## src/rtl/seq_pkg.sv

```systemverilog
// Shared definitions for the datapath sequencer: instruction encodings,
// ALU selects, IR field positions, FSM state codes and the control bundle.
package seq_pkg;

  // Opcode / op encodings of the supported instructions
  localparam logic [2:0] OPC_MOV    = 3'b110;
  localparam logic [2:0] OPC_ALU    = 3'b101;
  localparam logic [1:0] OP_MOV_IMM = 2'b10;
  localparam logic [1:0] OP_MOV_REG = 2'b00;
  localparam logic [1:0] OP_ADD     = 2'b00;
  localparam logic [1:0] OP_CMP     = 2'b01;
  localparam logic [1:0] OP_AND     = 2'b10;
  localparam logic [1:0] OP_MVN     = 2'b11;

  // ALU function selects driven onto the datapath
  localparam logic [1:0] ALU_ADD = 2'b00;
  localparam logic [1:0] ALU_SUB = 2'b01;
  localparam logic [1:0] ALU_AND = 2'b10;
  localparam logic [1:0] ALU_NOT = 2'b11;

  // IR field bit positions
  localparam int IR_OPC_HI = 15;
  localparam int IR_OPC_LO = 13;
  localparam int IR_OP_HI  = 12;
  localparam int IR_OP_LO  = 11;
  localparam int IR_RN_HI  = 10;
  localparam int IR_RN_LO  = 8;
  localparam int IR_RD_HI  = 7;
  localparam int IR_RD_LO  = 5;
  localparam int IR_SH_HI  = 4;
  localparam int IR_SH_LO  = 3;
  localparam int IR_RM_HI  = 2;
  localparam int IR_RM_LO  = 0;
  localparam int IR_IMM_HI = 7;

  // FSM state codes; ILLEGAL is only reachable with the trap build
  localparam logic [2:0] ST_WAIT    = 3'd0;
  localparam logic [2:0] ST_DECODE  = 3'd1;
  localparam logic [2:0] ST_GET_A   = 3'd2;
  localparam logic [2:0] ST_GET_B   = 3'd3;
  localparam logic [2:0] ST_EXEC    = 3'd4;
  localparam logic [2:0] ST_WR_REG  = 3'd5;
  localparam logic [2:0] ST_WR_IMM  = 3'd6;
  localparam logic [2:0] ST_ILLEGAL = 3'd7;

  typedef enum logic [1:0] {
    CLS_ILLEGAL = 2'd0,
    CLS_MOV_IMM = 2'd1,
    CLS_MOV_REG = 2'd2,
    CLS_ALU     = 2'd3
  } instr_cls_e;

  typedef struct packed {
    logic [2:0] readnum;
    logic [2:0] writenum;
    logic       loada;
    logic       loadb;
    logic       loadc;
    logic       loads;
    logic       write;
    logic       asel;
    logic       bsel;
    logic       vsel;
    logic [1:0] shift;
    logic [1:0] alu_op;
  } ctrl_t;

  // Sign-extend the low byte of the instruction to the datapath width
  function automatic logic [15:0] sext_imm8(input logic [15:0] ir);
    return {{8{ir[IR_IMM_HI]}}, ir[IR_IMM_HI:0]};
  endfunction

endpackage

```

## src/rtl/datapath_sequencer_if.sv

```systemverilog
// Instruction-side handshake plus the datapath control bus of the sequencer.
// The sequencer sits on the slave modport; the instruction source / datapath
// view is the master modport.
interface datapath_sequencer_if;
  logic        s;
  logic        load;
  logic [15:0] in;
  logic        w;
  logic [2:0]  readnum;
  logic [2:0]  writenum;
  logic        loada;
  logic        loadb;
  logic        loadc;
  logic        loads;
  logic        write;
  logic        asel;
  logic        bsel;
  logic        vsel;
  logic [1:0]  shift;
  logic [1:0]  ALUop;
  logic [15:0] datapath_in;

  modport master (
    output s, load, in,
    input  w, readnum, writenum, loada, loadb, loadc, loads, write,
           asel, bsel, vsel, shift, ALUop, datapath_in
  );

  modport slave (
    input  s, load, in,
    output w, readnum, writenum, loada, loadb, loadc, loads, write,
           asel, bsel, vsel, shift, ALUop, datapath_in
  );
endinterface

```

## src/rtl/seq_decode.sv

```systemverilog
// Combinational instruction decoder: classifies the IR and slices out the
// register indices and shift/op fields used by the sequencer.
module seq_decode
  import seq_pkg::*;
(
  input  logic [15:0] ir_i,
  output instr_cls_e  cls_o,
  output logic [2:0]  rn_o,
  output logic [2:0]  rd_o,
  output logic [2:0]  rm_o,
  output logic [1:0]  sh_o,
  output logic [1:0]  op_o,
  output logic        is_cmp_o
);

  logic [2:0] opc_s;

  assign opc_s = ir_i[IR_OPC_HI:IR_OPC_LO];
  assign op_o  = ir_i[IR_OP_HI:IR_OP_LO];
  assign rn_o  = ir_i[IR_RN_HI:IR_RN_LO];
  assign rd_o  = ir_i[IR_RD_HI:IR_RD_LO];
  assign rm_o  = ir_i[IR_RM_HI:IR_RM_LO];
  assign sh_o  = ir_i[IR_SH_HI:IR_SH_LO];

  // Map opcode/op onto an instruction class; anything unlisted is illegal
  always_comb begin
    cls_o    = CLS_ILLEGAL;
    is_cmp_o = 1'b0;
    if (opc_s == OPC_MOV) begin
      if (op_o == OP_MOV_IMM) begin
        cls_o = CLS_MOV_IMM;
      end else if (op_o == OP_MOV_REG) begin
        cls_o = CLS_MOV_REG;
      end else begin
        cls_o = CLS_ILLEGAL;
      end
    end else if (opc_s == OPC_ALU) begin
      cls_o    = CLS_ALU;
      is_cmp_o = (op_o == OP_CMP);
    end else begin
      cls_o = CLS_ILLEGAL;
    end
  end

endmodule

```

## src/rtl/datapath_sequencer.sv

```systemverilog
// Instruction-driven control sequencer for the register-file/ALU datapath.
// Optional build macro SEQ_ILLEGAL_TRAP_EN: unsupported encodings park the
// FSM in ILLEGAL (w=0) until reset instead of returning to WAIT.
// Controls are registered from the next state so they appear exactly in the
// cycle the FSM occupies the corresponding state (Moore timing, glitch-free).
module datapath_sequencer
  import seq_pkg::*;
(
  input  logic                 clk,
  input  logic                 reset,
  datapath_sequencer_if.slave  bus
);

  logic [2:0]  state_q, state_d;
  logic [15:0] ir_q, ir_d;
  ctrl_t       ctrl_q, ctrl_d;
  logic        w_q, w_d;
  logic [15:0] dp_in_q;

  instr_cls_e  dec_cls;
  logic [2:0]  dec_rn, dec_rd, dec_rm;
  logic [1:0]  dec_sh, dec_op;
  logic        dec_is_cmp;

  seq_decode u_decode (
    .ir_i     (ir_q),
    .cls_o    (dec_cls),
    .rn_o     (dec_rn),
    .rd_o     (dec_rd),
    .rm_o     (dec_rm),
    .sh_o     (dec_sh),
    .op_o     (dec_op),
    .is_cmp_o (dec_is_cmp)
  );

  // IR only accepts a new word while idle, so it is stable across an instruction
  always_comb begin
    if ((state_q == ST_WAIT) && bus.load) begin
      ir_d = bus.in;
    end else begin
      ir_d = ir_q;
    end
  end

  // Next-state logic of the instruction FSM
  always_comb begin
    state_d = ST_WAIT;
    case (state_q)
      ST_WAIT: begin
        if (bus.s) begin
          state_d = ST_DECODE;
        end else begin
          state_d = ST_WAIT;
        end
      end
      ST_DECODE: begin
        case (dec_cls)
          CLS_MOV_IMM: state_d = ST_WR_IMM;
          CLS_MOV_REG: state_d = ST_GET_B;
          CLS_ALU: begin
            if (dec_op == OP_MVN) begin
              state_d = ST_GET_B;
            end else begin
              state_d = ST_GET_A;
            end
          end
`ifdef SEQ_ILLEGAL_TRAP_EN
          default: state_d = ST_ILLEGAL;
`else
          default: state_d = ST_WAIT;
`endif
        endcase
      end
      ST_GET_A: state_d = ST_GET_B;
      ST_GET_B: state_d = ST_EXEC;
      ST_EXEC: begin
        if ((dec_cls == CLS_ALU) && dec_is_cmp) begin
          state_d = ST_WAIT;
        end else begin
          state_d = ST_WR_REG;
        end
      end
      ST_WR_REG: state_d = ST_WAIT;
      ST_WR_IMM: state_d = ST_WAIT;
`ifdef SEQ_ILLEGAL_TRAP_EN
      ST_ILLEGAL: state_d = ST_ILLEGAL;
`endif
      default: state_d = ST_WAIT;
    endcase
  end

  // Control values for the state being entered; everything unlisted stays 0.
  // IR cannot change once DECODE is left, so decoding ir_q is valid here.
  always_comb begin
    ctrl_d = '0;
    w_d    = (state_d == ST_WAIT);
    case (state_d)
      ST_GET_A: begin
        ctrl_d.readnum = dec_rn;
        ctrl_d.loada   = 1'b1;
      end
      ST_GET_B: begin
        ctrl_d.readnum = dec_rm;
        ctrl_d.loadb   = 1'b1;
      end
      ST_EXEC: begin
        ctrl_d.shift = dec_sh;
        ctrl_d.bsel  = 1'b0;
        if (dec_cls == CLS_MOV_REG) begin
          ctrl_d.asel   = 1'b1;
          ctrl_d.alu_op = ALU_ADD;
          ctrl_d.loadc  = 1'b1;
        end else begin
          ctrl_d.asel   = 1'b0;
          ctrl_d.alu_op = dec_op;
          ctrl_d.loadc  = ~dec_is_cmp;
          ctrl_d.loads  = dec_is_cmp;
        end
      end
      ST_WR_REG: begin
        ctrl_d.writenum = dec_rd;
        ctrl_d.vsel     = 1'b0;
        ctrl_d.write    = 1'b1;
      end
      ST_WR_IMM: begin
        ctrl_d.writenum = dec_rn;
        ctrl_d.vsel     = 1'b1;
        ctrl_d.write    = 1'b1;
      end
      default: ctrl_d = '0;
    endcase
  end

  // State, IR and output registers; reset aborts any instruction in flight
  always_ff @(posedge clk or posedge reset) begin
    if (reset) begin
      state_q <= ST_WAIT;
      ir_q    <= 16'h0000;
      ctrl_q  <= '0;
      w_q     <= 1'b1;
      dp_in_q <= 16'h0000;
    end else begin
      state_q <= state_d;
      ir_q    <= ir_d;
      ctrl_q  <= ctrl_d;
      w_q     <= w_d;
      dp_in_q <= sext_imm8(ir_d);
    end
  end

  assign bus.w           = w_q;
  assign bus.readnum     = ctrl_q.readnum;
  assign bus.writenum    = ctrl_q.writenum;
  assign bus.loada       = ctrl_q.loada;
  assign bus.loadb       = ctrl_q.loadb;
  assign bus.loadc       = ctrl_q.loadc;
  assign bus.loads       = ctrl_q.loads;
  assign bus.write       = ctrl_q.write;
  assign bus.asel        = ctrl_q.asel;
  assign bus.bsel        = ctrl_q.bsel;
  assign bus.vsel        = ctrl_q.vsel;
  assign bus.shift       = ctrl_q.shift;
  assign bus.ALUop       = ctrl_q.alu_op;
  assign bus.datapath_in = dp_in_q;

endmodule

```

## src/flat_wrapper.sv

```systemverilog
// flat-port wrapper written by rule: the top's interface ports become plain ports
module datapath_sequencer_flat import seq_pkg::*;
  (clk, reset, bus_s, bus_load, bus_in, bus_w, bus_readnum, bus_writenum, bus_loada, bus_loadb, bus_loadc, bus_loads, bus_write, bus_asel, bus_bsel, bus_vsel, bus_shift, bus_ALUop, bus_datapath_in);
  datapath_sequencer_if bus_i ();
  input  logic clk;
  input  logic reset;
  input wire logic [$bits(bus_i.s)-1:0] bus_s;
  input wire logic [$bits(bus_i.load)-1:0] bus_load;
  input wire logic [$bits(bus_i.in)-1:0] bus_in;
  output wire logic [$bits(bus_i.w)-1:0] bus_w;
  output wire logic [$bits(bus_i.readnum)-1:0] bus_readnum;
  output wire logic [$bits(bus_i.writenum)-1:0] bus_writenum;
  output wire logic [$bits(bus_i.loada)-1:0] bus_loada;
  output wire logic [$bits(bus_i.loadb)-1:0] bus_loadb;
  output wire logic [$bits(bus_i.loadc)-1:0] bus_loadc;
  output wire logic [$bits(bus_i.loads)-1:0] bus_loads;
  output wire logic [$bits(bus_i.write)-1:0] bus_write;
  output wire logic [$bits(bus_i.asel)-1:0] bus_asel;
  output wire logic [$bits(bus_i.bsel)-1:0] bus_bsel;
  output wire logic [$bits(bus_i.vsel)-1:0] bus_vsel;
  output wire logic [$bits(bus_i.shift)-1:0] bus_shift;
  output wire logic [$bits(bus_i.ALUop)-1:0] bus_ALUop;
  output wire logic [$bits(bus_i.datapath_in)-1:0] bus_datapath_in;
  assign bus_i.s = bus_s;
  assign bus_i.load = bus_load;
  assign bus_i.in = bus_in;
  assign bus_w = bus_i.w;
  assign bus_readnum = bus_i.readnum;
  assign bus_writenum = bus_i.writenum;
  assign bus_loada = bus_i.loada;
  assign bus_loadb = bus_i.loadb;
  assign bus_loadc = bus_i.loadc;
  assign bus_loads = bus_i.loads;
  assign bus_write = bus_i.write;
  assign bus_asel = bus_i.asel;
  assign bus_bsel = bus_i.bsel;
  assign bus_vsel = bus_i.vsel;
  assign bus_shift = bus_i.shift;
  assign bus_ALUop = bus_i.ALUop;
  assign bus_datapath_in = bus_i.datapath_in;
  datapath_sequencer u_core (.clk(clk), .reset(reset), .bus(bus_i));
endmodule
```

## config.mk

```make
export PLATFORM = sky130hd
export DESIGN_NAME = datapath_sequencer_flat
export DESIGN_NICKNAME = d
export VERILOG_FILES = /design/src/rtl/seq_pkg.sv /design/src/rtl/datapath_sequencer_if.sv /design/src/rtl/seq_decode.sv /design/src/rtl/datapath_sequencer.sv /design/src/flat_wrapper.sv
export SDC_FILE = /design/constraint.sdc
export NUM_CORES = 1
export LEC_CHECK = 0
export ABC_AREA = 1
export BUFFER_PORTS_ARGS = -buffer_cell sky130_fd_sc_hd__buf_2
export CAP_MARGIN = 20
export CORE_MARGIN = 3
export CORE_UTILIZATION = 52
export CTS_CLUSTER_SIZE = 30
export DETAILED_ROUTE_END_ITERATION = 8
export PLACE_DENSITY = 0.89
export SYNTH_ARGS = -nofsm -noshare
export SYNTH_HDL_FRONTEND = slang
export SYNTH_SLANG_ARGS = --single-unit
```

## constraint.sdc

```tcl
create_clock -name clk -period 3.05 [get_ports clk]
set_input_delay 0.1525 -clock clk [delete_from_list [all_inputs] [get_ports clk]]
set_output_delay 0.1525 -clock clk [all_outputs]
set_load 0.01 [all_outputs]
```

==> impl_metrics.ini <==
[status]
outcome = finished, final reports clean

[global_routing]
antenna_found_initial = 0
grtUsageTotal_pct = 16.6
grt_max_degree = 38
grt_pass1_vias = 1004
grt_overflow = 0
grt_pass1_wl_microns = 4420

[timing]
rsz0062_at_grt = no
fmax_ghz = 0.621
finalSetupTns_ps = 0
fin_hold_ws_ps = 42.3
period_needed_ps = 1610
final_max_slew_viol_count = 0
fin_ws_ps = 1440
skew_ps = 4.88
finalSetupViolCount = 0
hold_violations = 0
worstMarginPinSlew_ps = 543
maxSlewHeadroom_pct = 63.8
min_period_over_period_pct = 52.8

[route]
via_per_inst = 4.95
drt-pass1-iter-count = 4
vias = 1123
ant_nets = 0
drc = 0
routedWlPerCell_microns = 12.4
initialDrtViolationCount = 38
wirelength_microns = 2820

[power_and_ir_drop]
p_per_area_mw_per_mm2 = 950
ir_drop_uv = 404
leakagePower_nw = 1.02
total_power_mw = 1.72

[floorplan]
dieHeight_microns = 61.1
die-area_sq_mm = 0.00373
core.rowCount = 19
die_x_microns = 61.1
initial_utilization_pct = 55.8
ios = 55
core_sq_mm = 0.00283

[clocking]
cts_root_buf = clkbuf_4
clkTransAtPathRegs_ps = 100
cts_inserted_buffers = 5
cts.sinks = 37
worstSkewPairLatency_ps = 330
cts_max_level = 2
ctsResizeCount = 0
cts_tree = done
cts_setup_buffers = 0
postCtsHoldBufs = 1
clock_path_buffers = 2

[setup_path]
path_cells = nor2_2 > nand3_2 > mux2_4
cp-start-kind = register
crit_fanout = 25
worstSetupEndpointType = register
crit_family = simple AND/OR/NAND/NOR gates
critPathMaxStageDelay_ps = 460
worstPathArrival_ps = 1840
crit_path_top_delay_cell = mux2_4
crit_buf_inv = 0
worstPathRequired_ps = 3280
crit_type = reg2reg

[synth]
synth_nets = 173
synthTopCellsByArea = dfrtp_1 57%, buf_4 8.1%, nand2_1 4.0%, nand3_1 3.8%, nor2_1 3.8%
ys_warn_count = 0
yosysTopAreaCell = dfrtp_1
ys_seq_area_share_pct = 58.7
netlist-cell-type-count = 22
synth_area_sq_mm = 0.00158
syn_inst = 153
synthDominantCellAreaShare_pct = 57.1
postSynthAreaPerCell_sq_um = 10.3
yosys_register_bits = 37

[final_layout]
nNetsFinal = 216
drive_gt1_share_pct = 43.4
num_antenna_cells = 0
final_util_pct = 64.0
areaGrowthSynthToFinish_pct = 14.7

[placed_design]
gp_congestion = 0.846
post-place-ws_ps = 1470
port_buffers = 53
post-dp-hpwl_microns = 2050

[hold_path]
hp-class = in2reg

[job]
maxCapViolations = 0
==> synth_stat cells, drive strengths merged <==
| cell type | instances |
|---|---|
| dfstp | 1 |
| dfrtp | 36 |
| nor3 | 3 |
| o21ai | 7 |
| mux2 | 7 |
| nand2 | 19 |
| conb | 1 |
| nand4 | 1 |
| nand3 | 14 |
| nor2 | 19 |
| a21oi | 10 |
| buf | 19 |
| inv | 16 |
==> worst register-to-register path, cell delays in order (launching register included) <==
cell,delay [ps]
dfrtp_1,430
nor2_2,160
nand3_2,450
mux2_4,460
==> layer usage <==
metal	part of all wire, %	routed length [microns]	global-route usage, %
met1	45	1270	20.9
met2	47	1340	25.8
met3	6.5	184	7.13
met4	0.92	26	5.57
met5	0	0	0
==> state kept, by name, indices dropped and copies added (netlist names) <==
name,count
u_core.bus.shift,2
u_core.bus.asel,1
u_core.ir_q,16
u_core.bus.readnum,3
u_core.bus.w,1
u_core.bus.loads,1
u_core.bus.write,1
u_core.bus.loadb,1
u_core.bus.vsel,1
u_core.bus.loada,1
u_core.state_q,3
u_core.bus.ALUop,2
u_core.bus.loadc,1
u_core.bus.writenum,3
==> final timing paths <==
path	from	endpoint	slack [ps]	depth (start not counted)
max	u_core.state_q[0]	u_core.ir_q[7]	1440	3
min	bus_in[6]	u_core.ir_q[6]	40	2
max reg2reg	u_core.state_q[0]	u_core.ir_q[7]	1440	3
min reg2reg	u_core.ir_q[1]	u_core.bus.readnum[1]	530	2
max in group asynchronous	reset	u_core.bus.w	2260	4
min in group asynchronous	reset	u_core.bus.loads	450	4
==> kinds of logic (layout without fill, tap and decap cells) <==
logic type | Yosys count | in the layout | share of synthesized area [%]
DFF | 37 | 37 | 58.7
muxes | 7 | 7 | 5.47
buffers and inverters | 35 | 78 | 12.9
and+or+nand+nor | 56 | 56 | 17.3
AOI/OAI and AO/OA | 17 | 17 | 5.39
other | 1 | 1 | 0.237
==> layout by cell type (no fill, tap or decap), drive strengths merged <==
master       instances
nand2               19
o21ai                7
dfrtp               36
nor2                19
clkbuf               7
nand4                1
conb                 1
inv                 16
a21oi               10
dlygate4sd3          1
dfstp                1
nor3                 3
buf                 54
mux2                 7
nand3               14
==> per-stage QoR <==
step                std cells  area (sq um)
floorplan                 153          1580
global placement          219          1750
detailed placement        219          1750
CTS                       227          1810
global route              227          1810
finish                    227          1810
==> where the power goes <==
part | total, mW | switching (mW) | internal (mW) | leakage [nW]
clock | 0.255 | 0.147 | 0.109 | 0.0314
combinational | 0.692 | 0.413 | 0.279 | 0.525
sequential | 0.774 | 0.107 | 0.667 | 0.463
==> layout make-up <==
cell class	instances	area, sq um
Sequential cell	37	927
Timing Repair Buffer	55	283
Fill cell	223	1020
Tap cell	31	38.8
Inverter	16	60.1
Multi-Input combinational cell	81	448
Clock buffer	7	55.1
Power figures use the tool's default switching activity.
